## src/rtl/quad_decoder.sv

```systemverilog
// Quadrature (A/B/Z) decoder with 2-flop synchronizers and a wrapping position counter.
// Optional per-channel glitch filter enabled by defining QDEC_GLITCH_FILTER_EN.
module quad_decoder #(
  parameter int unsigned POS_WIDTH = 32,
  parameter int unsigned FILT_LEN  = 4
) (
  input  logic                 clk_i,
  input  logic                 reset_n_i,
  input  logic                 a_i,
  input  logic                 b_i,
  input  logic                 z_i,
  input  logic                 enable_i,
  input  logic                 rst_on_z_i,
  input  logic [POS_WIDTH-1:0] setp_i,
  input  logic                 setp_wstb_i,
  input  logic                 err_clr_i,
  output logic [POS_WIDTH-1:0] posn_o,
  output logic                 step_o,
  output logic                 dir_o,
  output logic                 err_o
);

  typedef enum logic {StInit, StTrack} state_e;

  localparam logic [POS_WIDTH-1:0] PosOne = {{(POS_WIDTH-1){1'b0}}, 1'b1};

  // Channel vectors are ordered {A, B, Z}.
  logic [2:0] sync1_q, sync2_q, cur_q;
  logic       sv1_q, sv2_q, cur_vld_q;
  logic [2:0] use_d;
  logic       use_vld_d;

  always_ff @(posedge clk_i or negedge reset_n_i) begin
    if (!reset_n_i) begin
      sync1_q   <= '0;
      sync2_q   <= '0;
      cur_q     <= '0;
      sv1_q     <= 1'b0;
      sv2_q     <= 1'b0;
      cur_vld_q <= 1'b0;
    end else begin
      sync1_q   <= {a_i, b_i, z_i};
      sync2_q   <= sync1_q;
      sv1_q     <= 1'b1;
      sv2_q     <= sv1_q;
      cur_q     <= use_d;
      cur_vld_q <= use_vld_d;
    end
  end

`ifdef QDEC_GLITCH_FILTER_EN
  localparam logic [3:0] FiltMax = 4'(FILT_LEN - 1);

  logic [2:0]      filt_q;
  logic            filt_vld_q;
  logic [2:0][3:0] cnt_q;

  // The first valid synchronized sample seeds the filter so start-up levels pass unfiltered.
  always_ff @(posedge clk_i or negedge reset_n_i) begin
    if (!reset_n_i) begin
      filt_q     <= '0;
      filt_vld_q <= 1'b0;
      cnt_q      <= '0;
    end else if (sv2_q) begin
      if (!filt_vld_q) begin
        filt_q     <= sync2_q;
        filt_vld_q <= 1'b1;
        cnt_q      <= '0;
      end else begin
        for (int i = 0; i < 3; i++) begin
          if (sync2_q[i] == filt_q[i]) begin
            cnt_q[i] <= '0;
          end else if (cnt_q[i] == FiltMax) begin
            filt_q[i] <= sync2_q[i];
            cnt_q[i]  <= '0;
          end else begin
            cnt_q[i] <= cnt_q[i] + 4'd1;
          end
        end
      end
    end
  end

  assign use_d     = filt_q;
  assign use_vld_d = filt_vld_q;
`else
  assign use_d     = sync2_q;
  assign use_vld_d = sv2_q;
`endif

  state_e                 state_q;
  logic [1:0]             prev_q;
  logic                   z_prev_q;
  logic [POS_WIDTH-1:0]   posn_q;
  logic                   step_q, dir_q, err_q;

  logic [1:0] cur_ab, diff;
  logic       mv_up, mv_dn, illegal, z_rise;

  // Position of an {A,B} code along the forward Gray sequence 00,10,11,01.
  function automatic logic [1:0] ab_idx(input logic [1:0] ab);
    logic [1:0] idx;
    unique case (ab)
      2'b00:   idx = 2'd0;
      2'b10:   idx = 2'd1;
      2'b11:   idx = 2'd2;
      default: idx = 2'd3;
    endcase
    return idx;
  endfunction

  always_comb begin
    cur_ab  = cur_q[2:1];
    diff    = ab_idx(cur_ab) - ab_idx(prev_q);
    mv_up   = (diff == 2'd1);
    mv_dn   = (diff == 2'd3);
    illegal = (diff == 2'd2);
    z_rise  = cur_q[0] & ~z_prev_q;
  end

  always_ff @(posedge clk_i or negedge reset_n_i) begin
    if (!reset_n_i) begin
      state_q  <= StInit;
      prev_q   <= '0;
      z_prev_q <= 1'b0;
      posn_q   <= '0;
      step_q   <= 1'b0;
      dir_q    <= 1'b0;
      err_q    <= 1'b0;
    end else begin
      step_q <= 1'b0;
      case (state_q)
        StInit: begin
          if (cur_vld_q) begin
            prev_q   <= cur_ab;
            z_prev_q <= cur_q[0];
            state_q  <= StTrack;
          end
        end
        StTrack: begin
          prev_q   <= cur_ab;
          z_prev_q <= cur_q[0];
          if (setp_wstb_i) begin
            posn_q <= setp_i;
          end else if (rst_on_z_i && z_rise) begin
            posn_q <= '0;
          end else if (enable_i && (mv_up || mv_dn)) begin
            posn_q <= mv_up ? posn_q + PosOne : posn_q - PosOne;
            step_q <= 1'b1;
            dir_q  <= mv_up;
          end
        end
        default: state_q <= StInit;
      endcase
      // Preset also applies before tracking has started.
      if (setp_wstb_i) posn_q <= setp_i;
      if (state_q == StTrack && illegal) begin
        err_q <= 1'b1;
      end else if (err_clr_i) begin
        err_q <= 1'b0;
      end
    end
  end

  assign posn_o = posn_q;
  assign step_o = step_q;
  assign dir_o  = dir_q;
  assign err_o  = err_q;

endmodule
```

## config.mk

```make
export PLATFORM = sky130hd
export DESIGN_NAME = quad_decoder
export DESIGN_NICKNAME = d
export VERILOG_FILES = /design/src/rtl/quad_decoder.sv
export SDC_FILE = /design/constraint.sdc
export NUM_CORES = 1
export LEC_CHECK = 0
export CAP_MARGIN = 20
export CORE_UTILIZATION = 30
export DETAILED_ROUTE_END_ITERATION = 8
export HOLD_SLACK_MARGIN = 0.06
export SLEW_MARGIN = 0
export SYNTH_ARGS = -nofsm -noshare
export SYNTH_HDL_FRONTEND = slang
export SYNTH_SLANG_ARGS = --single-unit
export TNS_END_PERCENT = 50
```

## constraint.sdc

```tcl
create_clock -name clk_i -period 5.5 [get_ports clk_i]
set_input_delay 1.1 -clock clk_i [delete_from_list [all_inputs] [get_ports clk_i]]
set_output_delay 1.1 -clock clk_i [all_outputs]
set_load 0.005 [all_outputs]
```

==> impl_metrics.toml <==
[critical_path]
cpMostUsedCell = "ha_1"
ff2ff_path_depth = 15
r2r_end = "posn_o[26]"
cp_slowest_cell = "or4b_1"
reg2reg_from = "prev_q[1]"
critPathMaxFanout = 40
cp-startpoint = "prev_q[1]"
r2r_slack_ns = 1.68
crit_path_end_kind = "flop"
crit_required_ns = 5.74
path_class = "flop to flop"
cp-start-kind = "flop"
arrival_ns = 4.06
critical_path.max_stage_delay_ns = 0.47
crit_chain = "inv_1 > ha_1 > inv_1 > ha_1 > nand2b_1 > buf_4 > ha_1 > a21oi_1 > o22ai_1 > o21bai_1 > o211ai_2 > o31ai_4 > o21ai_1 > or4b_1 > nand3_1"

[sta]
finalCriticalPeriod_ns = 3.823
fin_crit_sh_pct = 69.52
rsz0062_at_grt = "no"
skew_ns = 0.009360
final_hold_viol_count = 0
setup_violations = 0
max_freq_mhz = 261.5
finalMaxSlewViolations = 0
worstMarginPinSlew_ns = 0.6594
setup_slack_ns = 1.677
slew_headroom_pct = 56.04
tns_ns = 0

[finish]
layout.nets = 581
diodes = 0
drive_above_1_share_pct = 6.627
fin_area_sq_um = 4861
fillers = 1236
fin_util_pct = 39.64
area_growth_pct = 26.38

[yosys]
async_reset_ff_share_pct = 100.0
ys_seq_elements = 51
synth_cell_types = 61
yosysMostFrequentCell = "nand2_1"
netlist.area_leader.share_pct = 33.18
synth_top_area_cell = "dfrtp_1"
syn_area_sq_um = 3846
syn_area_per_cell_sq_um = 8.986
yosysSeqAreaShare_pct = 33.18
synth-edff-count = 0
synth_cells = 428
synth_warnings = 0
synthTopCellsByArea = "dfrtp_1, ha_1, nand2_1"
synth_common_cells = "nand2_1, dfrtp_1, ha_1"
synth_top_flop_cell = "dfrtp_1"
syn_nets = 512

[route]
drt-initial-drc-count = 259
antenna_left = 0
via_per_inst = 5.234
drc = 0
vias = 3486
avgRoutedWirePerCell_microns = 15.22
routed_wl_microns = 10140
dr.pass1.iters = 5

[power_and_ir_drop]
power_density_nw_per_um2 = 480.1
p_leak_nw = 2.035
peakVddDrop_uv = 175.6

[clock_tree]
ctsResizeCount = 0
cts_root_buf = "clkbuf_16"
cts_sinks = 51
postCtsHoldBufs = 0
cts_buffer_depth = 2
clk_pin_slew_ns = 0.08
insertion_delay_ns = 0.30
cts_tree = "built"
post-cts-setup-buffers = 0
cts_buffers = 5
h-tree-depth = 2

[die]
coreArea_sq_um = 12260
dieArea_sq_um = 13280
initial_core_util_pct = 31.37
die_x_microns = 115.2
pin_count = 76
die_h_microns = 115.2
rows = 40

[worst_hold_path]
whs_path_depth = 0
worstHoldStart = "sync1_q[2]"
hold_class = "flop to flop"
worstHoldEndpoint = "sync2_q[2]"

[global_route]
grt_usage_pct = 16.12
overflow = 0
antenna_found_initial = 0
grt_pass1_vias = 3458
grt_max_degree = 63
grt_pass1_wl_microns = 17060

[place]
place_area_sq_um = 4710
hpwl_microns = 7497
io_buffers = 75
post-place-ws_ns = 1.693
place_congestion = 0.8726

[flow_run]
max-cap-violations = 0

[run_status]
status = "finished, final reports clean"
[how the worst max path moves through the flow]
stage                       to  slack [ns]  cells past startpoint
finish              posn_o[26]        1.68                     15
global route        posn_o[26]        1.40                     15
CTS                 posn_o[26]        1.66                     15
detailed placement  posn_o[26]        1.69                     16
global placement    posn_o[26]        1.82                     14
floorplan           posn_o[26]        1.55                     14
[layer usage]
metal  up-vias  global-route usage (%)  part of all wire (%)
met1      1655                   22.10                    46
met5         -                       0                     0
li1       1702                       -                     -
met2       116                   26.31                    47
met4         0                   4.502                   1.4
met3        13                   2.478                   5.7
[final cells by class]
cell class                 instances  area (sq um)  area share (%)
multi-input combinational        346          2392           49.21
timing repair buffer              81         785.8           16.16
sequential                        51          1276           26.25
clock buffer                       5         125.1           2.574
inverter                          12         45.04          0.9266
tap                              168         210.2           4.324
clock inverter                     3         26.28          0.5405
[placed cells by master, fill, tap and decap left out, types with 4 or more instances in the layout]
master	count
nand4_1	4
a21oi_1	33
nor3_1	5
o21ai_1	9
clkdlybuf4s50_1	73
dfrtp_1	51
inv_1	11
o21ai_0	17
xor2_1	11
xnor2_1	17
clkbuf_16	5
o221ai_1	19
nand2_1	76
a21o_1	7
nand3_1	10
buf_4	6
ha_1	42
nand2b_1	4
nor2_1	27
[power by group]
group	total (W)	internal, W	switching, W
Sequential	0.000526	0.000450	0.0000758
Combinational	0.00148	0.000660	0.000817
Clock	0.000330	0.000173	0.000157
[kinds of logic (layout without fill, tap and decap cells)]
logic type	after synthesis	in the layout	synth area share, %
muxes	5	5	1.366
buffers and inverters	31	101	4.717
DFF	51	51	33.18
AOI/OAI and AO/OA	128	128	23.91
and+or+nand+nor	141	141	16.17
adders and majority gates	43	43	14.18
xor gates and xnor gates	28	28	6.376
other	1	1	0.09750
[worst max-delay path, delay by kind of cell (launching register included)]
kind	cells	cell delay (ns)
AOI/OAI and AO/OA	6	1.28
adders and majority gates	3	0.91
buffers and inverters	3	0.49
DFF	1	0.39
and+or+nand+nor	3	0.67
[metrics by stage]
stage | power (W) | hold slack [ns] | cells
after floorplan | 0.001586 | 0.3312 | 428
after global placement | 0.001976 | 0.3334 | 658
after detailed placement | 0.001994 | 0.3356 | 658
after CTS | 0.002343 | 0.3512 | 666
after global routing | 0.002538 | 0.3595 | 666
final | 0.002334 | 0.3457 | 666
[state kept, by name, summed over array words and instances, names as in the netlist]
signal / cells
cur_q: 3
sync2_q: 3
dir_o: 1
z_prev_q: 1
err_o: 1
posn_o: 32
sv1_q: 1
prev_q: 2
step_o: 1
cur_vld_q: 1
state_q: 1
sv2_q: 1
sync1_q: 3
No activity file was read; power rests on OpenSTA's default activity.
==> variant, RTL diff (same flow settings) <==
Set the parameter `POS_WIDTH` to 36 (it was 32).
--- a/src/rtl/quad_decoder.sv
+++ b/src/rtl/quad_decoder.sv
@@ -1,7 +1,7 @@
 // Quadrature (A/B/Z) decoder with 2-flop synchronizers and a wrapping position counter.
 // Optional per-channel glitch filter enabled by defining QDEC_GLITCH_FILTER_EN.
 module quad_decoder #(
-  parameter int unsigned POS_WIDTH = 32,
+  parameter int unsigned POS_WIDTH = 36,
   parameter int unsigned FILT_LEN  = 4
 ) (
   input  logic                 clk_i,
Interface: changed (resized posn_o and setp_i); port bits go from 76 to 84. The function was not compared with the original's and may differ.
==> variant against the unedited design <==
  * Worst setup slack worse by 0.84 ns
  * Wire length up 9.7%
  * Combinational power up 7%
  * Count of clock-buffer cells in the layout unchanged
  * Final area up 9.4%
  * Synthesized area up 8.0%
  * Sequential cell count up 4
  * Power up 6.7%
  * Die area up 7.8%
  * Critical path type unchanged
  * Critical endpoint is now posn_o[21]
==> variant: results (changes against the unedited design) <==
grt_pass1_vias: 3917  # +13%
fin_nets: 636  # +9.5%
hold-path-cell-count: 0  # unchanged
synth-seq-area-share: 0.331  # -0.000390
grt_pass1_wl_mm: 19.0  # +11%
synth.top_cells.by_count: "nand2_1 (80), dfrtp_1 (55), ha_1 (41), a21oi_1 (37), o21ai_0 (26)"
ys_types: 58  # -4.9%
reg2reg_slack_ns: 0.83  # -0.84 ns
antenna_found_initial: 0  # unchanged
synth_fp_nets: 561  # +9.6%
critPathSlowestCell: "ha_1"
io_buffers: 83  # +11%
p_leak_nw: 2.27  # +12%
drive_above_1_share: 0.0527  # -0.0135
r2r_start: "prev_q[0]"
grt_max_degree: 67  # +6.3%
gp_congestion: 0.814  # -6.7%
synthArstFlopShare: 1.00  # unchanged
antennaDiodeCount: 0  # unchanged
hold_start: "sync1_q[0]"
status: "completed"
dp_hpwl_mm: 8.17  # +9.0%
skew_ns: 0.00584  # -0.00352 ns
htreeDepth: 2  # unchanged
tightestPinTransition_ns: 0.728  # +0.0685 ns
r2r_end: "posn_o[21]"
yosys-top-cells-area: "dfrtp_1 (33%), ha_1 (12%), nand2_1 (7.2%)"
timing.hold.ws_ns: 0.352  # +0.00641 ns
cp_data_arrival_time_ns: 4.82  # +0.76 ns
track_usage: 0.164  # +0.00264
vias: 3805  # +9.2%
synth_flop_cell: "dfrtp_1"
dr.pass1.iters: 4  # -1
largest_reg_flops: 36  # +13%
reg2reg_depth: 16  # +1
avgRoutedWirePerCell_um: 15.3  # +0.65%
slowest_delay_ns: 0.49  # +0.02 ns
first_iter_violations: 197  # -24%
worst-path-max-fanout: 22  # -45%
worst_ir_drop_vdd_mv: 0.166  # -5.5%
yosysWarnings: 0  # unchanged
min_delay_worst_endpoint: "sync2_q[0]"
==> variant: final cells by class <==
cell class | instances | area, um^2
fill | 1385 | 8030
timing repair buffer | 88 | 858
clock buffer | 5 | 125
inverter | 20 | 75.1
clock inverter | 3 | 31.3
tap | 176 | 220
sequential | 55 | 1380
multi-input combinational | 379 | 2630
==> variant: report_power, final <==
group	total (mW)	internal [mW]	switching, mW
logic	1.58	0.725	0.860
registers	0.559	0.483	0.0757
clock network	0.345	0.177	0.169
total	2.49	1.38	1.10
==> variant: through the flow <==
step | instance area (um^2) | worst slack, ns | instances | total power, mW
after detailed placement | 5160 | 0.879 | 718 | 2.14
after global routing | 5320 | 0.494 | 726 | 2.72
after global placement | 5160 | 1.03 | 718 | 2.12
after floorplan | 4150 | 1.31 | 474 | 1.68
after CTS | 5320 | 0.826 | 726 | 2.50
final | 5320 | 0.832 | 726 | 2.49
==> variant: kinds of logic (layout without fill, tap and decap cells) <==
| logic type | count (synthesis) | count (layout) | share of synthesized area |
|---|---|---|---|
| XOR/XNOR | 33 | 33 | 0.0696 |
| multiplexers | 4 | 4 | 0.0105 |
| AO/OA/AOI/OAI | 154 | 154 | 0.265 |
| buffers and inverters | 40 | 116 | 0.0362 |
| flip-flops | 55 | 55 | 0.331 |
| other | 1 | 1 | 0.000903 |
| AND/OR/NAND/NOR | 145 | 145 | 0.158 |
| adder cells (fa/ha/maj) | 42 | 42 | 0.128 |
==> variant: worst max-delay path by stage <==
stage | startpoint | end | slack, ns | depth (start not counted)
after CTS | prev_q[0] | posn_o[21] | 0.83 | 16
after detailed placement | cur_q[1] | posn_o[21] | 0.88 | 15
final | prev_q[0] | posn_o[21] | 0.83 | 16
after floorplan | cur_q[1] | posn_o[30] | 1.31 | 15
after global placement | cur_q[1] | posn_o[35] | 1.03 | 16
after global routing | prev_q[1] | posn_o[21] | 0.49 | 17
==> variant: layer usage <==
layer  up-vias  share of wire  global-route usage
li1       1893              -                   -
met1      1811           0.46               0.215
met2        89           0.47               0.280
met3        12          0.055              0.0257
met4         0          0.013              0.0414
met5         -              0                   0
